## src/rtl/pergate_sequencer.sv

```systemverilog
// Round sequencer for one sumcheck layer of pergate_compute units: takes tau, issues en/restart/precomp, waits for all units.
// Optional PERGATE_SEQ_TAUCHECK_EN: out-of-field tau is consumed without loading and flagged on tau_err.
module pergate_sequencer #(
  parameter int                 nunits      = 2,
  parameter int                 nrounds     = 9,
  parameter logic [nrounds-1:0] precomp_dfl = 9'o003,
  parameter int                 F_NBITS     = 61,
  parameter logic [F_NBITS-1:0] F_Q         = 61'h1FFF_FFFF_FFFF_FFFF,
  localparam int                RW          = $clog2(nrounds+1)
) (
  input  logic               clk,
  input  logic               rstb,
  input  logic               start,
  input  logic [F_NBITS-1:0] tau_in,
  input  logic               tau_valid,
  output logic               tau_ready,
  input  logic [nunits-1:0]  unit_ready,
  output logic               en,
  output logic               restart,
  output logic               precomp,
  output logic [F_NBITS-1:0] tau,
  output logic [F_NBITS-1:0] m_tau_p1,
  output logic [RW-1:0]      round,
  output logic               busy,
  output logic               done
`ifdef PERGATE_SEQ_TAUCHECK_EN
  , output logic             tau_err
`endif
);

  typedef enum logic [2:0] {S_IDLE, S_WAIT_TAU, S_ISSUE, S_GUARD, S_WAIT_RDY, S_DONE} state_t;

  state_t             state;
  logic [nrounds-1:0] shreg;
  logic [F_NBITS-1:0] mtp_next;
  logic               all_rdy, last_round, tau_ok;

  assign all_rdy    = &unit_ready;
  assign last_round = (round == RW'(nrounds-1));
  // F_Q+1-tau wraps identically whether done in F_NBITS or F_NBITS+1 bits.
  assign mtp_next   = (tau_in == '0)               ? F_NBITS'(1) :
                      (tau_in == F_NBITS'(1))      ? '0 :
                      F_Q + F_NBITS'(1) - tau_in;
`ifdef PERGATE_SEQ_TAUCHECK_EN
  assign tau_ok = (tau_in < F_Q);
`else
  assign tau_ok = 1'b1;
`endif

  always_ff @(posedge clk or negedge rstb) begin
    if (!rstb) begin
      state     <= S_IDLE;
      shreg     <= '0;
      tau_ready <= 1'b0;
      en        <= 1'b0;
      restart   <= 1'b0;
      precomp   <= 1'b0;
      done      <= 1'b0;
      busy      <= 1'b0;
      tau       <= '0;
      m_tau_p1  <= '0;
      round     <= '0;
`ifdef PERGATE_SEQ_TAUCHECK_EN
      tau_err   <= 1'b0;
`endif
    end else begin
      en      <= 1'b0;
      restart <= 1'b0;
      precomp <= 1'b0;
      done    <= 1'b0;
`ifdef PERGATE_SEQ_TAUCHECK_EN
      tau_err <= 1'b0;
`endif
      case (state)
        S_IDLE: if (start) begin
          shreg     <= precomp_dfl;
          round     <= '0;
          busy      <= 1'b1;
          tau_ready <= 1'b1;
          state     <= S_WAIT_TAU;
        end
        // tau_ready is high throughout this state, so tau_valid alone completes the handshake.
        S_WAIT_TAU: begin
          if (tau_valid && tau_ok) begin
            tau       <= tau_in;
            m_tau_p1  <= mtp_next;
            tau_ready <= 1'b0;
            en        <= 1'b1;
            restart   <= (round == '0);
            precomp   <= shreg[0];
            state     <= S_ISSUE;
          end
`ifdef PERGATE_SEQ_TAUCHECK_EN
          else if (tau_valid) tau_err <= 1'b1;
`endif
        end
        S_ISSUE: state <= S_GUARD;
        // Units may still show the previous round's ready here; skip it.
        S_GUARD: state <= S_WAIT_RDY;
        S_WAIT_RDY: if (all_rdy) begin
          shreg <= shreg >> 1;
          round <= round + RW'(1);
          if (last_round) begin
            done  <= 1'b1;
            state <= S_DONE;
          end else begin
            tau_ready <= 1'b1;
            state     <= S_WAIT_TAU;
          end
        end
        S_DONE: begin
          busy  <= 1'b0;
          state <= S_IDLE;
        end
        default: state <= S_IDLE;
      endcase
    end
  end

endmodule
```

## config.mk

```make
export PLATFORM = sky130hd
export DESIGN_NAME = pergate_sequencer
export DESIGN_NICKNAME = d
export VERILOG_FILES = /design/src/rtl/pergate_sequencer.sv
export SDC_FILE = /design/constraint.sdc
export NUM_CORES = 1
export LEC_CHECK = 0
export ABC_AREA = 1
export BUFFER_PORTS_ARGS = -buffer_cell sky130_fd_sc_hd__buf_2
export CORE_MARGIN = 4
export CORE_UTILIZATION = 41
export DETAILED_ROUTE_END_ITERATION = 8
export PLACE_DENSITY = 0.64
export REMOVE_ABC_BUFFERS = 1
export SYNTH_ARGS = -nofsm -noshare
export SYNTH_HDL_FRONTEND = slang
export SYNTH_SLANG_ARGS = --single-unit
```

## constraint.sdc

```tcl
create_clock -name clk -period 1.6 [get_ports clk]
set_clock_uncertainty 0.05 [all_clocks]
set_input_delay 0.08 -clock clk [delete_from_list [all_inputs] [get_ports clk]]
set_output_delay 0.08 -clock clk [all_outputs]
set_load 0.05 [all_outputs]
```

==> impl_summary.txt <==
----------------------------------------------------
[Run status]
  Outcome ... complete, but fails checks
  Violations in the final reports ... setup timing

[GRT]
  GRT Total Usage ... 25.19%
  Antenna violations before repair ... 3
  Number of global-route vias before repair ... 7,353
  Wire length of the first global-routing pass ... 38,840 um
  GRT Residual Overflow ... 0
  Maximum number of pins on one net before global-route repair ... 61

[Synth]
  Proportion of synthesized chip area in sequential cells ... 48.08%
  Combinational family with the most area after synthesis ... simple AND/OR/NAND/NOR gates
  Area share of the largest cell type after synthesis ... 48.08%
  Cells after synthesis ... 982
  Parity-gate share of the synthesized area counting xor and xnor cells ... 2.948%
  Area contributors post-synth ... sky130_fd_sc_hd__dfrtp_1, sky130_fd_sc_hd__nand2_1, sky130_fd_sc_hd__nor2_1
  Register bit count reported by yosys ... 137
  Number of library cell types mapped by synthesis ... 30
  Post-synth top area cell ... sky130_fd_sc_hd__dfrtp_1
  Synthesis warning total ... 0
  Multiplexer share of the synthesized area ... 0%
  Compound-gate portion of the synthesized area ... 6.896%
  Syn avg cell area ... 7.261 um^2
  Area fraction in and, or, nand and nor cells after synthesis ... 35.13%
  Area share of fa/ha/maj cells after synthesis ... 0.7019%
  Combined area of all synthesized cells ... 7131 um^2

[Route]
  Antenna-violating nets left ... 0
  DRC errors left ... 0
  Iteration-0 DRC Markers ... 516
  Detailed-route vias per instance ... 4.866
  Routed length per placed instance ... 16.26 um
  Routed via count ... 7,732
  First-pass DRT Iterations ... 5
  Total wire length ... 25,840 um

[Cells and area]
  Number of filler instances in the final layout ... 1,553
  Fraction of final layout cells with drive strength greater than 1 ... 31.41%
  Fin util ... 63.76%
  Layout Area Growth over Synthesis ... 50.38%
  Most common library cell in the layout ignoring fill and taps ... sky130_fd_sc_hd__nand2_1
  Commonest cells after routing, fill and taps aside ... sky130_fd_sc_hd__nand2_1, sky130_fd_sc_hd__buf_2, sky130_fd_sc_hd__dfrtp_1
  Final cell count without fillers ... 1,589
  Nets ... 1,424

[Die]
  FP Rows ... 47
  Width of the die ... 139.9 um
  DIE AREA ... 19,570 um^2
  Floorplan core area ... 16,820 um^2
  Starting utilization of the core area ... 42.40%
  Die H ... 139.9 um
  IO Pins ... 199

[Place]
  Number of cells after detailed placement ... 1,503
  RePlAce Congestion ... 0.9278
  Placed wire-length estimate ... 18,530 um
  Buffers added on ports ... 198

[Clocking]
  Worst skew pair latency ... 0.42 ns
  CTS buffer count ... 17
  Buffer type at the clock tree root ... sky130_fd_sc_hd__clkbuf_16
  Clk slew on worst S/H paths ... 0.06 ns
  Clock H-tree levels ... 4
  Maximum number of buffers from clock root to sink ... 2
  Clock net sink count ... 137
  Clock tree from TritonCTS ... yes

[Setup path]
  Worst setup SP type ... flip-flop
  Cell breakdown of the critical path ... inv_2 -> nor2_4 -> nand2_2 -> nor2_4 -> clkinv_4 -> buf_6 -> nor2_4 -> clkbuf_16 -> nand2_1 -> nand2_1
  WP data arrival ... 1.93 ns
  Number of buffers and inverters on the critical path ... 4
  Most prevalent standard cell on the critical path ... sky130_fd_sc_hd__nor2_4
  Data required time of the critical path ... 1.91 ns
  Peak per-stage delay on the critical path ... 0.38 ns
  Worst Path Max Fanout ... 6
  Kind of end point of the critical path ... flip-flop
  Slowest library cell on the worst path ... sky130_fd_sc_hd__dfrtp_1
  Critical path's top delay family ... simple AND/OR/NAND/NOR gates
  Kind of critical path ... reg -> reg

[STA]
  Number of endpoints failing setup at the final stage ... 9
  Smallest hold slack ... 0.006343 ns
  Post-route setup slack ... -0.01841 ns
  Max-slew headroom at the worst pin ... 70.01%
  Hold Vio Cnt, Final ... 0
  Final period util ... 101.2%
  Final-report max-slew violation count ... 0
  Transition at the pin with the smallest max-transition slack ... 0.4457 ns
  FMAX ... 617.9 MHz
  Crit path time final ... 1.618 ns
  Setup total negative slack ... -0.07349 ns
  Unrepaired setup endpoints after global routing ... yes

[Pwr]
  Total leakage power ... 5.822 nW
  Max IR drop VDD ... 0.001190 V
  Post-route total power ... 21.71 mW
  Power per cell area ... 2025 nW/um^2

[Worst hold path]
  Class of the tightest hold or removal check ... in -> reg

[Run]
  Total of max-cap violations ... 0

----------------------------------------------------
==> per-layer routing <==
| metal | track usage (%) | share of wire, % |
|---|---|---|
| met3 | 5.317 | 7.9 |
| met4 | 8.873 | 2.6 |
| met1 | 33.94 | 43 |
| met5 | 0 | 0 |
| met2 | 40.44 | 47 |
==> registers in the layout (all words and copies together), names as in the netlist, 2 cells and up <==
register / count
round: 4
state: 3
shreg: 2
m_tau_p1: 61
tau: 61
==> worst paths after layout <==
check	cells after the start	start	slack, ns	end
max reg2reg	10	state[0]$_DFFE_PN0P_	-0.02	m_tau_p1[32]$_DFFE_PN0P_
min in group asynchronous	2	rstb	0.05	en$_DFF_PN0_
max in group asynchronous	3	rstb	0.83	tau[37]$_DFFE_PN0P_
min	4	tau_in[3]	0.006	tau[3]$_DFFE_PN0P_
max	10	state[0]$_DFFE_PN0P_	-0.02	m_tau_p1[32]$_DFFE_PN0P_
min reg2reg	2	tau[3]$_DFFE_PN0P_	0.41	tau[3]$_DFFE_PN0P_
==> metrics by stage <==
step	cell area, um^2	setup slack (ns)
4_1_cts	10350	0.008046
3_5_place_dp	9353	-0.2626
6_report	10720	-0.01841
3_3_place_gp	9353	-0.1807
5_1_grt	10720	-0.07283
2_1_floorplan	7004	-1.005
==> report_power, final <==
part | internal [mW] | switching (mW)
Sequential | 5.04 | 0.829
Clock | 2.68 | 1.54
Combinational | 3.07 | 8.54
Total | 10.8 | 10.9
==> cell families (layout without fill, tap and decap cells) <==
family / Yosys count / in the layout
AND/OR/NAND/NOR: 610 / 611
buffers and inverters: 110 / 493
AO/OA/AOI/OAI: 97 / 97
other: 0 / 3
XOR/XNOR: 24 / 24
flip-flops: 137 / 137
adder cells (fa/ha/maj): 4 / 4
==> Yosys cell counts <==
cell / count
sky130_fd_sc_hd__nand2_1: 397
sky130_fd_sc_hd__clkbuf_1: 14
sky130_fd_sc_hd__buf_2: 2
sky130_fd_sc_hd__nand4_1: 8
sky130_fd_sc_hd__and3_1: 1
sky130_fd_sc_hd__nand3_1: 39
sky130_fd_sc_hd__xor2_1: 23
sky130_fd_sc_hd__nor2_4: 4
sky130_fd_sc_hd__nor4_1: 1
sky130_fd_sc_hd__nor2_2: 12
sky130_fd_sc_hd__o31ai_1: 1
sky130_fd_sc_hd__o21ai_1: 13
sky130_fd_sc_hd__a31oi_1: 1
sky130_fd_sc_hd__xnor2_1: 1
sky130_fd_sc_hd__buf_6: 4
sky130_fd_sc_hd__inv_2: 1
sky130_fd_sc_hd__dfrtp_1: 137
sky130_fd_sc_hd__nand2_2: 6
sky130_fd_sc_hd__nor3_1: 1
sky130_fd_sc_hd__nand3b_1: 1
sky130_fd_sc_hd__nand3_2: 1
sky130_fd_sc_hd__nor2_1: 134
sky130_fd_sc_hd__a22oi_1: 1
sky130_fd_sc_hd__nand2_4: 3
sky130_fd_sc_hd__nor2_8: 2
sky130_fd_sc_hd__ha_1: 4
sky130_fd_sc_hd__o21ai_0: 76
sky130_fd_sc_hd__a21oi_1: 5
sky130_fd_sc_hd__inv_1: 84
sky130_fd_sc_hd__buf_1: 5
==> area by class of cell <==
cell class              count  area (um^2)  share of cell area, %
flip-flops and latches    137         3428                  31.97
multi-input cells         736         3347                  31.21
repair buffers            376         2711                  25.29
clock buffers              20        456.7                  4.259
inverters                  85        324.1                  3.022
well taps                 220        275.3                  2.567
clock inverters            12        172.7                  1.610
diodes                      3        7.507                0.07001
==> worst reg2reg max path, delay by kind of cell, from the launching register on <==
| kind | cells | cell delay [ns] |
|---|---|---|
| AND/OR/NAND/NOR | 6 | 0.62 |
| buffers and inverters | 4 | 0.52 |
| flip-flops | 1 | 0.38 |
==> what timing repair did <==
item / CTS / global route
hold buffers: 32 / 0
hold endpoints to repair: 179 / 0
setup buffers: 2 / 7
gates resized for setup: 8 / 59
cloned: 1 / 9
setup endpoints to repair: 55 / 125
pin swaps: 3 / 8
(Power assumes the default switching activity.)
